<file path="src/rtl/vvu_accu_axi.sv">
// vvu_accu_axi: depthwise vector-vector unit on AXI-Stream ports.
// Each beat takes PE x SIMD activation/weight pairs. It forms PE dot
// products and accumulates them over SF = MW/SIMD beats. After each
// group of SF beats it emits one beat of PE narrowed results.
//
// Ports:
//   ap_clk, ap_rst_n         clock, synchronous active-low reset
//   s_axis_weights_*         [PE][SIMD] signed weights
//   s_axis_input_*           activations, interleaved or planar lanes
//   m_axis_output_*          [PE][ACCU_WIDTH] results, pad bits zero
`timescale 1ns/1ps

module vvu_accu_axi #(
    parameter int MW                 = 25,
    parameter int MH                 = 4,
    parameter int PE                 = 2,
    parameter int SIMD               = 25,
    parameter int ACTIVATION_WIDTH   = 4,
    parameter int WEIGHT_WIDTH       = 4,
    parameter int ACCU_WIDTH         = 17,
    parameter bit SIGNED_ACTIVATIONS = 1,
    parameter bit INTERLEAVED        = 1,
    parameter bit SATURATE           = 0
) (
    input  logic ap_clk,
    input  logic ap_rst_n,
    input  logic [((PE*SIMD*WEIGHT_WIDTH+7)/8)*8-1:0] s_axis_weights_tdata,
    input  logic s_axis_weights_tvalid,
    output logic s_axis_weights_tready,
    input  logic [((PE*SIMD*ACTIVATION_WIDTH+7)/8)*8-1:0] s_axis_input_tdata,
    input  logic s_axis_input_tvalid,
    output logic s_axis_input_tready,
    output logic [((PE*ACCU_WIDTH+7)/8)*8-1:0] m_axis_output_tdata,
    output logic m_axis_output_tvalid,
    input  logic m_axis_output_tready
);

    localparam int A   = ACTIVATION_WIDTH;
    localparam int W   = WEIGHT_WIDTH;
    localparam int SF  = MW / SIMD;
    localparam int PW  = A + W;
    localparam int AW  = A + W + 1 + $clog2(MW);
    localparam int XW  = (AW > ACCU_WIDTH ? AW : ACCU_WIDTH) + 1;
    localparam int CW  = (SF > 1) ? $clog2(SF) : 1;
    localparam int IW  = ((PE*SIMD*A+7)/8)*8;
    localparam int WDW = ((PE*SIMD*W+7)/8)*8;
    localparam int OW  = ((PE*ACCU_WIDTH+7)/8)*8;
    // Channel count only sets how many output beats form a pixel.
    localparam int nf_unused = MH / PE;

    localparam logic signed [XW-1:0] SMAX =
        {{(XW-ACCU_WIDTH+1){1'b0}}, {(ACCU_WIDTH-1){1'b1}}};
    localparam logic signed [XW-1:0] SMIN =
        {{(XW-ACCU_WIDTH+1){1'b1}}, {(ACCU_WIDTH-1){1'b0}}};

    logic en;
    logic fire;
    logic [CW-1:0] sf_cnt;

    logic signed [PW-1:0] prod [PE][SIMD];
    logic signed [PW-1:0] p1   [PE][SIMD];
    logic s1_valid, s1_first, s1_last;

    logic signed [AW-1:0] sum1 [PE];
    logic signed [AW-1:0] sum2 [PE];
    logic s2_valid, s2_first, s2_last;

    logic signed [AW-1:0] acc      [PE];
    logic signed [AW-1:0] acc_next [PE];
    logic signed [XW-1:0] wide     [PE];
    logic [ACCU_WIDTH-1:0] narrow  [PE];
    logic [OW-1:0] out_next;
    logic [OW-1:0] out_data;
    logic out_valid;

    // Pad bits above the packed lanes carry no data.
    if (IW > PE*SIMD*A) begin : g_ipad
        logic ipad_unused;
        assign ipad_unused = ^s_axis_input_tdata[IW-1:PE*SIMD*A];
    end
    if (WDW > PE*SIMD*W) begin : g_wpad
        logic wpad_unused;
        assign wpad_unused = ^s_axis_weights_tdata[WDW-1:PE*SIMD*W];
    end

    // Both streams are consumed together; a held output stalls all.
    assign en = !(out_valid && !m_axis_output_tready);
    assign fire = ap_rst_n && en
                  && s_axis_input_tvalid && s_axis_weights_tvalid;
    assign s_axis_input_tready   = ap_rst_n && en && s_axis_weights_tvalid;
    assign s_axis_weights_tready = ap_rst_n && en && s_axis_input_tvalid;

    assign m_axis_output_tdata  = out_data;
    assign m_axis_output_tvalid = out_valid;

    function automatic int act_lane(input int k, input int l);
        return INTERLEAVED ? (k + l*PE) : (k*SIMD + l);
    endfunction

    // Operands are widened to the product width so the multiply
    // itself cannot truncate.
    function automatic logic signed [PW-1:0] mul(
        input logic [A-1:0] a,
        input logic [W-1:0] w
    );
        logic signed [PW-1:0] ax;
        logic signed [PW-1:0] wx;
        ax = SIGNED_ACTIVATIONS ? {{(PW-A){a[A-1]}}, a}
                                : {{(PW-A){1'b0}}, a};
        wx = {{(PW-W){w[W-1]}}, w};
        return ax * wx;
    endfunction

    always_comb begin
        for (int k = 0; k < PE; k++) begin
            for (int l = 0; l < SIMD; l++) begin
                prod[k][l] = mul(
                    s_axis_input_tdata[act_lane(k, l)*A +: A],
                    s_axis_weights_tdata[(k*SIMD+l)*W +: W]);
            end
        end
    end

    always_comb begin
        for (int k = 0; k < PE; k++) begin
            sum1[k] = '0;
            for (int l = 0; l < SIMD; l++) begin
                sum1[k] = sum1[k] + AW'(p1[k][l]);
            end
        end
    end

    always_comb begin
        out_next = '0;
        for (int k = 0; k < PE; k++) begin
            acc_next[k] = s2_first ? sum2[k] : acc[k] + sum2[k];
            wide[k] = {{(XW-AW){acc_next[k][AW-1]}}, acc_next[k]};
            narrow[k] = wide[k][ACCU_WIDTH-1:0];
            if (SATURATE) begin
                if (wide[k] > SMAX) begin
                    narrow[k] = SMAX[ACCU_WIDTH-1:0];
                end else if (wide[k] < SMIN) begin
                    narrow[k] = SMIN[ACCU_WIDTH-1:0];
                end
            end
            out_next[k*ACCU_WIDTH +: ACCU_WIDTH] = narrow[k];
        end
    end

    always_ff @(posedge ap_clk) begin
        if (!ap_rst_n) begin
            sf_cnt    <= '0;
            s1_valid  <= 1'b0;
            s1_first  <= 1'b0;
            s1_last   <= 1'b0;
            s2_valid  <= 1'b0;
            s2_first  <= 1'b0;
            s2_last   <= 1'b0;
            out_valid <= 1'b0;
            out_data  <= '0;
            for (int k = 0; k < PE; k++) begin
                acc[k]  <= '0;
                sum2[k] <= '0;
                for (int l = 0; l < SIMD; l++) begin
                    p1[k][l] <= '0;
                end
            end
        end else if (en) begin
            s1_valid <= fire;
            if (fire) begin
                p1       <= prod;
                s1_first <= (sf_cnt == '0);
                s1_last  <= (sf_cnt == CW'(SF-1));
                sf_cnt   <= (sf_cnt == CW'(SF-1)) ? '0 : sf_cnt + 1'b1;
            end
            s2_valid <= s1_valid;
            s2_first <= s1_first;
            s2_last  <= s1_last;
            sum2     <= sum1;
            if (s2_valid) begin
                acc <= acc_next;
            end
            // en already implies the old beat left or was never valid.
            out_valid <= s2_valid && s2_last;
            if (s2_valid && s2_last) begin
                out_data <= out_next;
            end
        end
    end

endmodule

</file>
<file path="config.mk">
export PLATFORM = sky130hd
export DESIGN_NAME = vvu_accu_axi
export DESIGN_NICKNAME = d
export VERILOG_FILES = /design/src/rtl/vvu_accu_axi.sv
export SDC_FILE = /design/constraint.sdc
export NUM_CORES = 2
export LEC_CHECK = 0
export BUFFER_PORTS_ARGS = -buffer_cell sky130_fd_sc_hd__buf_2
export CAP_MARGIN = 25
export CORE_MARGIN = 4
export CORE_UTILIZATION = 57
export DETAILED_ROUTE_END_ITERATION = 6
export PLACE_DENSITY = 0.79
export SLEW_MARGIN = 25
export SYNTH_ARGS = -nofsm -noshare
export SYNTH_HDL_FRONTEND = slang
export SYNTH_SLANG_ARGS = --single-unit
</file>
<file path="constraint.sdc">
create_clock -name ap_clk -period 5.6 [get_ports ap_clk]
set_input_delay 0.56 -clock ap_clk [delete_from_list [all_inputs] [get_ports ap_clk]]
set_output_delay 0.56 -clock ap_clk [all_outputs]
set_load 0.02 [all_outputs]
</file>
==> flow_metrics.tcl <==
set metrics [dict create \
    rsz0062_at_grt "true" \
    finalHoldViolations 0 \
    ys_warn_count 0 \
    min_period_over_period_pct 101.5 \
    drt_iter0_markers 2241 \
    rows 113 \
    status "finished with violations" \
    grt_max_degree 153 \
    crit_type "flop to flop" \
    finalSetupTns_ns -0.3002 \
    place_congestion 0.9161 \
    root_buffer "clkbuf_16" \
    total_power_uw 26400 \
    cts_max_level 2 \
    crit_buf_inv 5 \
    nFillCells 7827 \
    postRouteAntennaNets 0 \
    ys_types 49 \
    cts_max_path_buffers 3 \
    layout_common_cells "1290 x inv_1, 901 x nand2_1, 826 x fa_1, 634 x ha_1, 496 x a21oi_1" \
    first_global_vias 43560 \
    area_growth_pct 10.12 \
    synth_area_leaders "fa_1 31%, dfxtp_1 17%, ha_1 15%" \
    crit_fanout 4 \
    grt_first_pass_wirelength_mm 213.5 \
    ir_drop_mv 1.173 \
    cts_hold_buffers 0 \
    critPathLaunchType "flop" \
    multi_input_area_mm2 0.04060 \
    switchingPower_uw 11790 \
    layout_commonest_cell "inv_1" \
    first_pass_iters 5 \
    failed_checks "setup timing" \
    maxCapViolCount 0 \
    hpwl_mm 107.2 \
    drcViolationCount 0 \
    finalNetCount 8471 \
    worst_slew_pin_slew_ns 1.007 \
    fin_skew_ns 0.01063 \
    drv_slew 0 \
    synth.cell_area_mm2 0.05529 \
    cp_common_cell "fa_1" \
    cp_top_family "adder cells" \
    avgSynthCellArea_um2 8.944 \
    die_w_um 319.5 \
    die_area_mm2 0.1021 \
    r2r_setup_slack_ns -0.08 \
    switching_share_pct 44.65 \
    finalSetupViolations 6 \
    drive_above_1_share_pct 11.29 \
    core_area_mm2 0.09558 \
    io_buffer_count 441 \
    yosys.area.top_type "fa_1" \
    synth_seq_area_share_pct 16.69 \
    synth_seq_cells 461 \
    synthCells 6182 \
    vias_per_cell 5.191 \
    period_minus_slack_ns 5.684 \
    clockPowerShare_pct 13.4 \
    netlist.area_leader.share_pct 30.85 \
    initial_utilization_pct 57.85 \
    cpPeakStageDelay_ns 0.65 \
    clkTransAtPathRegs_ns 0.06 \
    p_int_uw 14610 \
    overflow 0 \
    antenna_found_initial 20 \
    relSlewSlack_pct 32.85 \
    pwr-share-seq_pct 14.4 \
    cp.required_ns 6.08 \
    arrival_ns 6.17 \
    pwr-share-comb_pct 72.2 \
    endpoint_kind "flop" \
    wire_per_inst_um 16.15 \
    fmax_ghz 0.1759 \
    wl_mm 127.3 \
    worst_slack_ns -0.08433 \
    cts_tree "done" \
    pin_count 448 \
    path_cells "inv_2, fa_1, inv_2, fa_1, fa_2, fa_2, fa_1, fa_1, inv_1, fa_1, inv_2, ha_4, nor2b_4, o21a_1, o211ai_1, buf_4, a31oi_4, xnor2_1, a211oi_1" \
    powerDensity_mw_per_mm2 433.6 \
    regArea_mm2 0.009251 \
    num_vias 40920 \
    clock_sinks 461 \
    hp-class "input port to flop" \
    cts_buffers 52 \
    p_leak_uw 0.03120 \
    clk_latency_ns 0.58 \
    die_h_um 319.5 \
    cp_slowest_cell "fa_2" \
    grt_usage_pct 25.25 \
]
cells in the mapped netlist, drive strengths merged:
master	count
dfxtp	461
a211o	3
a31oi	5
nor3	6
a21o	104
nor3b	1
xor2	100
o21a	10
o2111ai	1
o21bai	7
nand2	902
nor2b	4
or3	5
buf	99
o22a	1
o31ai	2
inv	1317
and2	293
and3	2
or2	1
xnor2	261
nor2	197
o31a	1
a211oi	62
a221oi	1
o21ai	58
nand3b	2
o41ai	1
a21oi	501
o211ai	6
ha	648
and3b	1
nand4b	1
nand3	60
nor4b	2
nand2b	127
clkbuf	74
and4	1
fa	852
mux2	1
conb	1
final timing paths:
path                                                to  cells past startpoint                     start
setup / recovery                 sum2[24]$_SDFFE_PN0N_                     19      p1[204]$_SDFFE_PN0P_
hold reg to reg   m_axis_output_tdata[30]$_SDFFE_PN0P_                      2     sum2[13]$_SDFFE_PN0N_
setup reg to reg                 sum2[24]$_SDFFE_PN0N_                     19      p1[204]$_SDFFE_PN0P_
hold / removal                    p1[208]$_SDFFE_PN0P_                      3  s_axis_weights_tdata[92]
cell type report:
type | count | area share [%]
multi-input combinational | 4236 | 66.68
antenna | 11 | 0.04521
clock buffer | 76 | 2.484
inverter | 1317 | 8.131
clock inverter | 18 | 0.4336
timing repair buffer | 498 | 4.437
sequential | 461 | 15.19
tap | 1265 | 2.599
tightest hold or removal path, stage by stage:
cell and delay [ns]:
buf_2 0.12, nand3_1 0.06, a21oi_1 0.06
power by group through the flow:
stage	registers (uW)	clock network (uW)	logic [uW]
after global placement	3860	0	15900
after floorplan	3820	0	12400
final	3800	3550	19100
after CTS	3800	3610	17200
after detailed placement	3860	0	16500
after global routing	3830	3750	21400
flip-flops by register name (all words and copies together), names as in the netlist:
signal and cells:
m_axis_output_tvalid 1, s1_last 1, s2_valid 1, sum2 28, s2_first 1, s1_valid 1, m_axis_output_tdata 28, p1 400
per-stage QoR:
step / hold slack [ns] / util, % / worst slack, ns / instances / cell area (um^2)
after floorplan: 0.4319 / - / 0.1107 / 6187 / 55310
after global placement: 0.4408 / 61.27 / -0.01943 / 7763 / 58560
after detailed placement: 0.4450 / 61.27 / -0.1391 / 7763 / 58560
after CTS: 0.2283 / 63.27 / -0.08537 / 7860 / 60470
after global routing: 0.2465 / 63.70 / -0.2175 / 7880 / 60880
final: 0.2700 / 63.71 / -0.08433 / 7882 / 60890
layer usage:
metal | vias to the layer above | global-route usage (%) | routed length [um]
met5 | - | 0 | 86
met4 | 16 | 4.187 | 1974
met3 | 157 | 4.743 | 8802
met2 | 932 | 41.77 | 59590
met1 | 20250 | 35.41 | 56860
li1 | 19570 | - | -
repair_timing:
action | CTS | global route
resized for setup | 31 | 90
buffers inserted | 3 | 11
endpoints found under the setup margin | 10 | 16
pin swaps | 34 | 75
cell families (layout without fill, tap and decap cells):
logic type | after synthesis | after routing | synth area share, %
simple gates | 1605 | 1605 | 13.09
buf+inv | 1490 | 1909 | 10.66
flops | 461 | 461 | 16.69
xor+xnor | 361 | 361 | 5.718
fa+ha+maj | 1500 | 1500 | 45.51
compound gates | 763 | 763 | 8.298
other cells | 1 | 17 | 0.006782
mux | 1 | 1 | 0.02036
(Power assumes the default switching activity.)
